<file path="src/rtl/uart_cmd_ctrl_pkg.sv">
// Shared encodings for the uart command sequencer: FSM states, command opcodes and ack bytes.
// Includes a helper that picks a byte of a 32-bit word, MSB first.
package uart_cmd_ctrl_pkg;

    typedef enum logic [1:0] {S_IDLE, S_ARG, S_RESP, S_READ} pstate_t;
    typedef enum logic [1:0] {T_IDLE, T_START, T_WAIT} tstate_t;

    localparam logic [7:0] CMD_F   = 8'h46;
    localparam logic [7:0] CMD_R   = 8'h52;
    localparam logic [7:0] CMD_E   = 8'h45;
    localparam logic [7:0] CMD_D   = 8'h44;
    localparam logic [7:0] ACK_K   = 8'h4B;
    localparam logic [7:0] ACK_NAK = 8'h3F;

    function automatic logic [7:0] word_byte(input logic [31:0] w, input logic [1:0] idx);
        logic [7:0] b;
        case (idx)
            2'd0:    b = w[31:24];
            2'd1:    b = w[23:16];
            2'd2:    b = w[15:8];
            default: b = w[7:0];
        endcase
        return b;
    endfunction

endpackage

</file>
<file path="src/rtl/uart_cmd_ctrl_if.sv">
// Byte-level uart link: rx strobes toward the controller, transmit/is_transmitting handshake back.
// master is the command controller side, slave is the uart side.
interface uart_cmd_ctrl_if;
    logic       received;
    logic [7:0] rx_byte;
    logic       recv_error;
    logic       is_transmitting;
    logic       transmit;
    logic [7:0] tx_byte;

    modport master (input  received, rx_byte, recv_error, is_transmitting,
                    output transmit, tx_byte);
    modport slave  (output received, rx_byte, recv_error, is_transmitting,
                    input  transmit, tx_byte);
endinterface

</file>
<file path="src/rtl/uart_cmd_ctrl_tx_sched.sv">
// Single-byte transmit scheduler: req -> transmit 1 clk later, done after is_transmitting rises then falls.
// A req arriving while the uart is busy is held pending until is_transmitting drops; one byte in flight.
module uart_cmd_ctrl_tx_sched
    import uart_cmd_ctrl_pkg::*;
(
    input  logic       clk,
    input  logic       rst,
    input  logic       i_req,
    input  logic [7:0] i_byte,
    input  logic       i_is_transmitting,
    output logic       o_transmit,
    output logic [7:0] o_tx_byte,
    output logic       o_done
);

    tstate_t    r_state;
    logic       r_transmit;
    logic [7:0] r_tx_byte;
    logic       r_done;
    logic       r_pend;
    logic [7:0] r_pend_byte;

    always_ff @(posedge clk or posedge rst) begin
        if (rst) begin
            r_state     <= T_IDLE;
            r_transmit  <= 1'b0;
            r_tx_byte   <= 8'h00;
            r_done      <= 1'b0;
            r_pend      <= 1'b0;
            r_pend_byte <= 8'h00;
        end else begin
            r_transmit <= 1'b0;
            r_done     <= 1'b0;
            case (r_state)
                T_IDLE: begin
                    if (i_req || r_pend) begin
                        if (!i_is_transmitting) begin
                            r_transmit <= 1'b1;
                            r_tx_byte  <= i_req ? i_byte : r_pend_byte;
                            r_pend     <= 1'b0;
                            r_state    <= T_START;
                        end else begin
                            r_pend <= 1'b1;
                            if (i_req) r_pend_byte <= i_byte;
                        end
                    end
                end
                T_START: if (i_is_transmitting) r_state <= T_WAIT;
                T_WAIT: begin
                    if (!i_is_transmitting) begin
                        r_done  <= 1'b1;
                        r_state <= T_IDLE;
                    end
                end
                default: r_state <= T_IDLE;
            endcase
        end
    end

    assign o_transmit = r_transmit;
    assign o_tx_byte  = r_tx_byte;
    assign o_done     = r_done;

endmodule

</file>
<file path="src/rtl/uart_cmd_ctrl.sv">
// Uart command parser: 'F'+4 bytes loads freq_word (freq_load 1 clk after last byte, 'K' 2 clk after), 'R' reads back.
// Rx bytes arriving while a response is in progress are dropped and flagged with a 1-cycle overrun.
module uart_cmd_ctrl
    import uart_cmd_ctrl_pkg::*;
#(
    parameter logic [31:0] FREQ_RESET   = 32'd0,
    parameter int          TIMEOUT_CLKS = 500000,
    parameter int          TO_W         = 20
) (
    input  logic                   clk,
    input  logic                   rst,
    uart_cmd_ctrl_if.master        uart,
    output logic [31:0]            freq_word,
    output logic                   freq_load,
    output logic                   out_en,
    output logic                   busy,
    output logic                   overrun
);

    localparam logic [TO_W-1:0] TO_LAST = TO_W'(TIMEOUT_CLKS - 1);

    pstate_t         r_state;
    logic [31:0]     r_shadow;
    logic [31:0]     r_snap;
    logic [31:0]     r_freq_word;
    logic            r_freq_load;
    logic            r_out_en;
    logic            r_overrun;
    logic [1:0]      r_cnt;
    logic [1:0]      r_idx;
    logic [TO_W-1:0] r_timer;
    logic            r_req;
    logic [7:0]      r_req_byte;
    logic            w_done;
    logic [31:0]     w_shift;

    assign w_shift = {r_shadow[23:0], uart.rx_byte};

    always_ff @(posedge clk or posedge rst) begin
        if (rst) begin
            r_state     <= S_IDLE;
            r_shadow    <= 32'd0;
            r_snap      <= 32'd0;
            r_freq_word <= FREQ_RESET;
            r_freq_load <= 1'b0;
            r_out_en    <= 1'b0;
            r_overrun   <= 1'b0;
            r_cnt       <= 2'd0;
            r_idx       <= 2'd0;
            r_timer     <= '0;
            r_req       <= 1'b0;
            r_req_byte  <= 8'h00;
        end else begin
            r_freq_load <= 1'b0;
            r_overrun   <= 1'b0;
            r_req       <= 1'b0;
            case (r_state)
                S_IDLE: begin
                    if (uart.received) begin
                        case (uart.rx_byte)
                            CMD_F: begin
                                r_cnt   <= 2'd0;
                                r_timer <= '0;
                                r_state <= S_ARG;
                            end
                            CMD_R: begin
                                r_snap     <= r_freq_word;
                                r_idx      <= 2'd0;
                                r_req      <= 1'b1;
                                r_req_byte <= r_freq_word[31:24];
                                r_state    <= S_READ;
                            end
                            CMD_E, CMD_D: begin
                                r_out_en   <= (uart.rx_byte == CMD_E);
                                r_req      <= 1'b1;
                                r_req_byte <= ACK_K;
                                r_state    <= S_RESP;
                            end
                            default: begin
                                r_req      <= 1'b1;
                                r_req_byte <= ACK_NAK;
                                r_state    <= S_RESP;
                            end
                        endcase
                    end
                end
                S_ARG: begin
                    if (uart.received) begin
                        r_shadow <= w_shift;
                        r_cnt    <= r_cnt + 2'd1;
                        r_timer  <= '0;
                        if (r_cnt == 2'd3) begin
                            r_freq_word <= w_shift;
                            r_freq_load <= 1'b1;
                            r_req       <= 1'b1;
                            r_req_byte  <= ACK_K;
                            r_state     <= S_RESP;
                        end
                    end else if (uart.recv_error || r_timer == TO_LAST) begin
                        // abandon the partial frame; freq_word is left untouched
                        r_shadow   <= 32'd0;
                        r_req      <= 1'b1;
                        r_req_byte <= ACK_NAK;
                        r_state    <= S_RESP;
                    end else if (r_timer != '1) begin
                        r_timer <= r_timer + 1'b1;
                    end
                end
                S_RESP: begin
                    if (uart.received) r_overrun <= 1'b1;
                    if (w_done) r_state <= S_IDLE;
                end
                S_READ: begin
                    if (uart.received) r_overrun <= 1'b1;
                    if (w_done) begin
                        if (r_idx == 2'd3) begin
                            r_state <= S_IDLE;
                        end else begin
                            r_idx      <= r_idx + 2'd1;
                            r_req      <= 1'b1;
                            r_req_byte <= word_byte(r_snap, r_idx + 2'd1);
                        end
                    end
                end
                default: r_state <= S_IDLE;
            endcase
        end
    end

    uart_cmd_ctrl_tx_sched u_tx (
        .clk               (clk),
        .rst               (rst),
        .i_req             (r_req),
        .i_byte            (r_req_byte),
        .i_is_transmitting (uart.is_transmitting),
        .o_transmit        (uart.transmit),
        .o_tx_byte         (uart.tx_byte),
        .o_done            (w_done)
    );

    assign freq_word = r_freq_word;
    assign freq_load = r_freq_load;
    assign out_en    = r_out_en;
    assign overrun   = r_overrun;
    assign busy      = (r_state != S_IDLE);

endmodule
</file>
<file path="src/flat_wrapper.sv">
// flat-port wrapper written by rule: the top's interface ports become plain ports
module uart_cmd_ctrl_flat import uart_cmd_ctrl_pkg::*;
#(
    parameter logic [31:0] FREQ_RESET   = 32'd0,
    parameter int          TIMEOUT_CLKS = 500000,
    parameter int          TO_W         = 20
)
  (clk, rst, freq_word, freq_load, out_en, busy, overrun, uart_received, uart_rx_byte, uart_recv_error, uart_is_transmitting, uart_transmit, uart_tx_byte);
  uart_cmd_ctrl_if uart_i ();
  input  logic clk;
  input  logic rst;
  output logic [31:0] freq_word;
  output logic freq_load;
  output logic out_en;
  output logic busy;
  output logic overrun;
  input wire logic [$bits(uart_i.received)-1:0] uart_received;
  input wire logic [$bits(uart_i.rx_byte)-1:0] uart_rx_byte;
  input wire logic [$bits(uart_i.recv_error)-1:0] uart_recv_error;
  input wire logic [$bits(uart_i.is_transmitting)-1:0] uart_is_transmitting;
  output wire logic [$bits(uart_i.transmit)-1:0] uart_transmit;
  output wire logic [$bits(uart_i.tx_byte)-1:0] uart_tx_byte;
  assign uart_i.received = uart_received;
  assign uart_i.rx_byte = uart_rx_byte;
  assign uart_i.recv_error = uart_recv_error;
  assign uart_i.is_transmitting = uart_is_transmitting;
  assign uart_transmit = uart_i.transmit;
  assign uart_tx_byte = uart_i.tx_byte;
  uart_cmd_ctrl #(.FREQ_RESET(FREQ_RESET), .TIMEOUT_CLKS(TIMEOUT_CLKS), .TO_W(TO_W)) u_core (.clk(clk), .rst(rst), .uart(uart_i), .freq_word(freq_word), .freq_load(freq_load), .out_en(out_en), .busy(busy), .overrun(overrun));
endmodule
</file>
<file path="config.mk">
export PLATFORM = sky130hd
export DESIGN_NAME = uart_cmd_ctrl_flat
export DESIGN_NICKNAME = d
export VERILOG_FILES = /design/src/rtl/uart_cmd_ctrl_pkg.sv /design/src/rtl/uart_cmd_ctrl_if.sv /design/src/rtl/uart_cmd_ctrl_tx_sched.sv /design/src/rtl/uart_cmd_ctrl.sv /design/src/flat_wrapper.sv
export SDC_FILE = /design/constraint.sdc
export NUM_CORES = 1
export LEC_CHECK = 0
export CORE_AREA = 2 2 114 116
export CTS_BUF_LIST = sky130_fd_sc_hd__clkbuf_8
export DETAILED_ROUTE_END_ITERATION = 8
export DIE_AREA = 0 0 116 118
export PLACE_DENSITY = 0.75
export SYNTH_ARGS = -nofsm -noshare
export SYNTH_HDL_FRONTEND = slang
export SYNTH_HIERARCHICAL = 1
export SYNTH_SLANG_ARGS = --single-unit
</file>
<file path="constraint.sdc">
create_clock -name clk -period 5 [get_ports clk]
set_clock_uncertainty 0.05 [all_clocks]
set_input_delay 1.25 -clock clk [delete_from_list [all_inputs] [get_ports clk]]
set_output_delay 1.25 -clock clk [all_outputs]
set_load 0.01 [all_outputs]
</file>
==> results.md <==
* Total routed wirelength at 14330 um
* Shortest period the worst path allows at 3657 ps
* Register-to-register setup slack at about 2100 ps
* Synth cell types at 59
* Cts repair resizes at 0
* Final routed DRC violation total at 0
* Launch point of the critical path: uart_rx_byte[7]
* Max stage delay on crit path at 610 ps
* Post-synth ARST share at 1.000
* Vias after detailed routing at roughly 4500
* Wire length of the first global-routing pass at 23760 um
* Clock-pin slew of the registers on the worst-case setup and hold paths at ~80 ps
* Cell area after technology mapping at 0.006683 mm^2
* Area share of the largest cell type after synthesis at 0.5505
* Synthesized instance count at between 500 and 600
* Clock tree from TritonCTS: done
* Type of element launching the critical path: input pin
* Peak ir drop on the vdd network at 163.2 uV
* # setup viols final at 0
* Outcome: finished, final reports clean
* Crit path buf inv count at 1
* Cell type contributing the most total cell area after synthesis: sky130_fd_sc_hd__dfrtp_1
* RD Place Congestion at 0.9078
* Initial antenna violation count at 0
* Multiplexer share of the synthesized area at 0.1779
* Clock Sinks at 147
* Largest fanout of any net on the critical path at 34
* Tightest Hold Check Type: reg2reg
* Setup WS post-layout at 1343 ps
* Data arrival at the endpoint of the critical path at 3930 ps
* Total congestion overflow at 0
* Die span in x at 116 um
* Number of enable flip-flop cells after synthesis at 0
* Boundary Pins at 58
* Worst Min Path Start: u_core/r_shadow[17]$_DFFE_PP0P_
* Hpwl dp at 9586 um
* Overall fraction of global-route tracks in use at 0.2238
* Ant diodes at 0
* Leading post-synthesis cells by cell area: sky130_fd_sc_hd__dfrtp_1, sky130_fd_sc_hd__mux2_2, sky130_fd_sc_hd__a22o_1
* Hold Buf Count CTS at 0
* IO buf count at 57
* DRC marker count from the first detailed-route iteration at between 200 and 300
* F_max at between 200 and 300 MHz
* CTS root buf: sky130_fd_sc_hd__clkbuf_8
* Required time at the endpoint of the critical path at 5280 ps
* Insertion delay to the later sink of the worst-skew pair at ~440 ps
* Routed length per instance at 18.63 um
* Unrepaired setup endpoints after global routing: false
* Main combinational cell family by area after synthesis: multiplexers
* Simple-gate area share of the yosys netlist at 0.09567
* H-Tree Depth at 4
* Remaining antenna violation count after routing at 0
* Number of nets in the layout at 605
* Sort of element at the end of the critical path: register
* Relative max-transition margin at 0.3727
* Net count after synthesis at 552
* Largest net degree at the start of global routing at 66
* Highest-count cells in the layout ignoring fill and taps: sky130_fd_sc_hd__dfrtp_1, sky130_fd_sc_hd__mux2_2, sky130_fd_sc_hd__clkdlybuf4s50_1
* Synthesized-area fraction occupied by ao, oa, aoi and oai cells at 0.1254
* Worst path top cell family by delay: simple AND/OR/NAND/NOR gates
* Setup bufs post-CTS at 0
* # fillers at approximately 970
* Slowest library cell on the worst path: sky130_fd_sc_hd__or4b_4
* Share of the synthesized netlist area taken by xor and xnor gates at 0.001311
* Mean area per synthesized cell at 12.56 um^2
* Max-cap violation count at 0
* Total die area at around 0.014 mm^2
* Most common cell after layout, fill and taps aside: sky130_fd_sc_hd__dfrtp_1
* Ordered cell list for the critical path: clkdlybuf4s50_1, or4b_4, nor4_1, nand2_2, mux2_2
* Average via count per standard cell at 5.876
* Number of hold violations in the final report at 0
* Effective utilization at floorplan at 0.5383
* Setup Crit Path Kind: in2reg
* Worst r2r src: u_core/r_timer[15]$_DFFE_PP0P_
* Flop and latch count out of synthesis at around 150
* Die Y-Extent at 118 um
* Leakage Power at around 3.6 nW
* Share of post-route cells with drive strength above 1 at 0.2446
* Number of buffers on the longest clock path at 2
* Post-Route Setup TNS at 0 ps
* Power density normalized to cell area at 350.2 mW/mm^2
* CORE AREA at 0.01241 mm^2
* Number of max-slew violations in the final report at 0
* Fraction of the yosys area taken by sequential cells at 0.5505
* Tightest Pin Transition at between 900 and 1000 ps
* Final clock period utilization by the worst path at 0.7314
* Total CTS buffers at 17
* First-pass iteration count of the detailed router at 6
* Number of global-route vias before repair at between 4000 and 5000
* Count of synthesis-stage warnings from yosys at 6
* Number of placement rows at 41
* Area delta synth->final at 16.44%
* Most used DFF post-synth: sky130_fd_sc_hd__dfrtp_1
* Minimum setup slack after placement at 900.3 ps
* Adder and majority gate portion of the synthesized area at 0.01311
-- report_power, final --
group | switching (mW) | total, mW | internal (mW)
logic | 0.181 | 0.395 | 0.214
registers | 0.0952 | 1.37 | 1.28
clock network | 0.432 | 0.957 | 0.525
-- per-stage QoR --
stage / hold WS, ps / std cells / area (um^2) / total power [mW] / util
floorplan: 405.7 / 532 / 6683 / 1.657 / -
global placement: 418.4 / 738 / 7368 / 1.772 / 0.5935
detailed placement: 434.5 / 738 / 7368 / 1.788 / 0.5935
CTS: 453.0 / 769 / 7781 / 2.746 / 0.6268
global route: 466.1 / 769 / 7781 / 2.844 / 0.6268
finish: 451.6 / 769 / 7781 / 2.725 / 0.6268
-- kinds of logic (layout without fill, tap and decap cells) --
kind of cell | Yosys count | after routing
AOI/OAI and AO/OA | 108 | 108
buffers and inverters | 49 | 114
and+or+nand+nor | 118 | 118
adders and majority gates | 7 | 7
xor gates and xnor gates | 1 | 1
DFF | 147 | 147
muxes | 102 | 102
-- worst paths after layout --
check | to | cells after the start
min reg2reg | u_core/r_shadow[17]$_DFFE_PP0P_ | 1
max in group asynchronous | u_core/freq_word[18]$_DFFE_PP0P_ | 3
min in group asynchronous | u_core/r_req_byte[0]$_DFFE_PP0P_ | 2
max reg2reg | u_core/r_timer[15]$_DFFE_PP0P_ | 6
min | u_core/r_shadow[17]$_DFFE_PP0P_ | 1
max | u_core/r_snap[2]$_DFFE_PP0P_ | 5
-- cells in the mapped netlist, drive strengths merged, types with 6 or more instances --
| cell | n |
|---|---|
| ha | 7 |
| mux2 | 98 |
| nand4 | 7 |
| nand2 | 20 |
| nor2 | 31 |
| a21oi | 13 |
| o41ai | 6 |
| a22o | 25 |
| a222oi | 8 |
| nor3 | 10 |
| o21ai | 20 |
| buf | 15 |
| clkbuf | 15 |
| nand2b | 7 |
| inv | 18 |
| nand3 | 15 |
| dfrtp | 147 |
-- final cells by class --
class / instances / area [um^2] / share of cell area
sequential: 147 / 3679 / 0.4727
clock buffer: 20 / 275.3 / 0.03538
clock inverter: 11 / 137.6 / 0.01769
inverter: 19 / 73.82 / 0.009487
tap: 172 / 215.2 / 0.02766
multi-input combinational: 336 / 2765 / 0.3554
timing repair buffer: 64 / 635.6 / 0.08169
-- flip-flops by register name (all words and copies together) (netlist names) --
register	flops
u_core/u_tx/o_tx_byte	8
u_core/u_tx/o_transmit	1
u_core/overrun	1
u_core/u_tx/r_state	2
u_core/freq_word	32
u_core/r_cnt	2
u_core/r_timer	20
u_core/u_tx/r_pend_byte	8
u_core/r_snap	32
u_core/r_shadow	24
u_core/out_en	1
u_core/r_idx	2
u_core/u_tx/r_pend	1
u_core/r_state	2
u_core/freq_load	1
u_core/u_tx/o_done	1
u_core/r_req	1
u_core/r_req_byte	8
-- per-layer routing --
layer	wire length, um	GRT usage	vias up
met2	7094	0.3450	111
li1	-	-	2083
met5	0	0	-
met3	473	0.04892	22
met1	6491	0.3056	2303
met4	271	0.09524	0
Power figures use the tool's default switching activity.
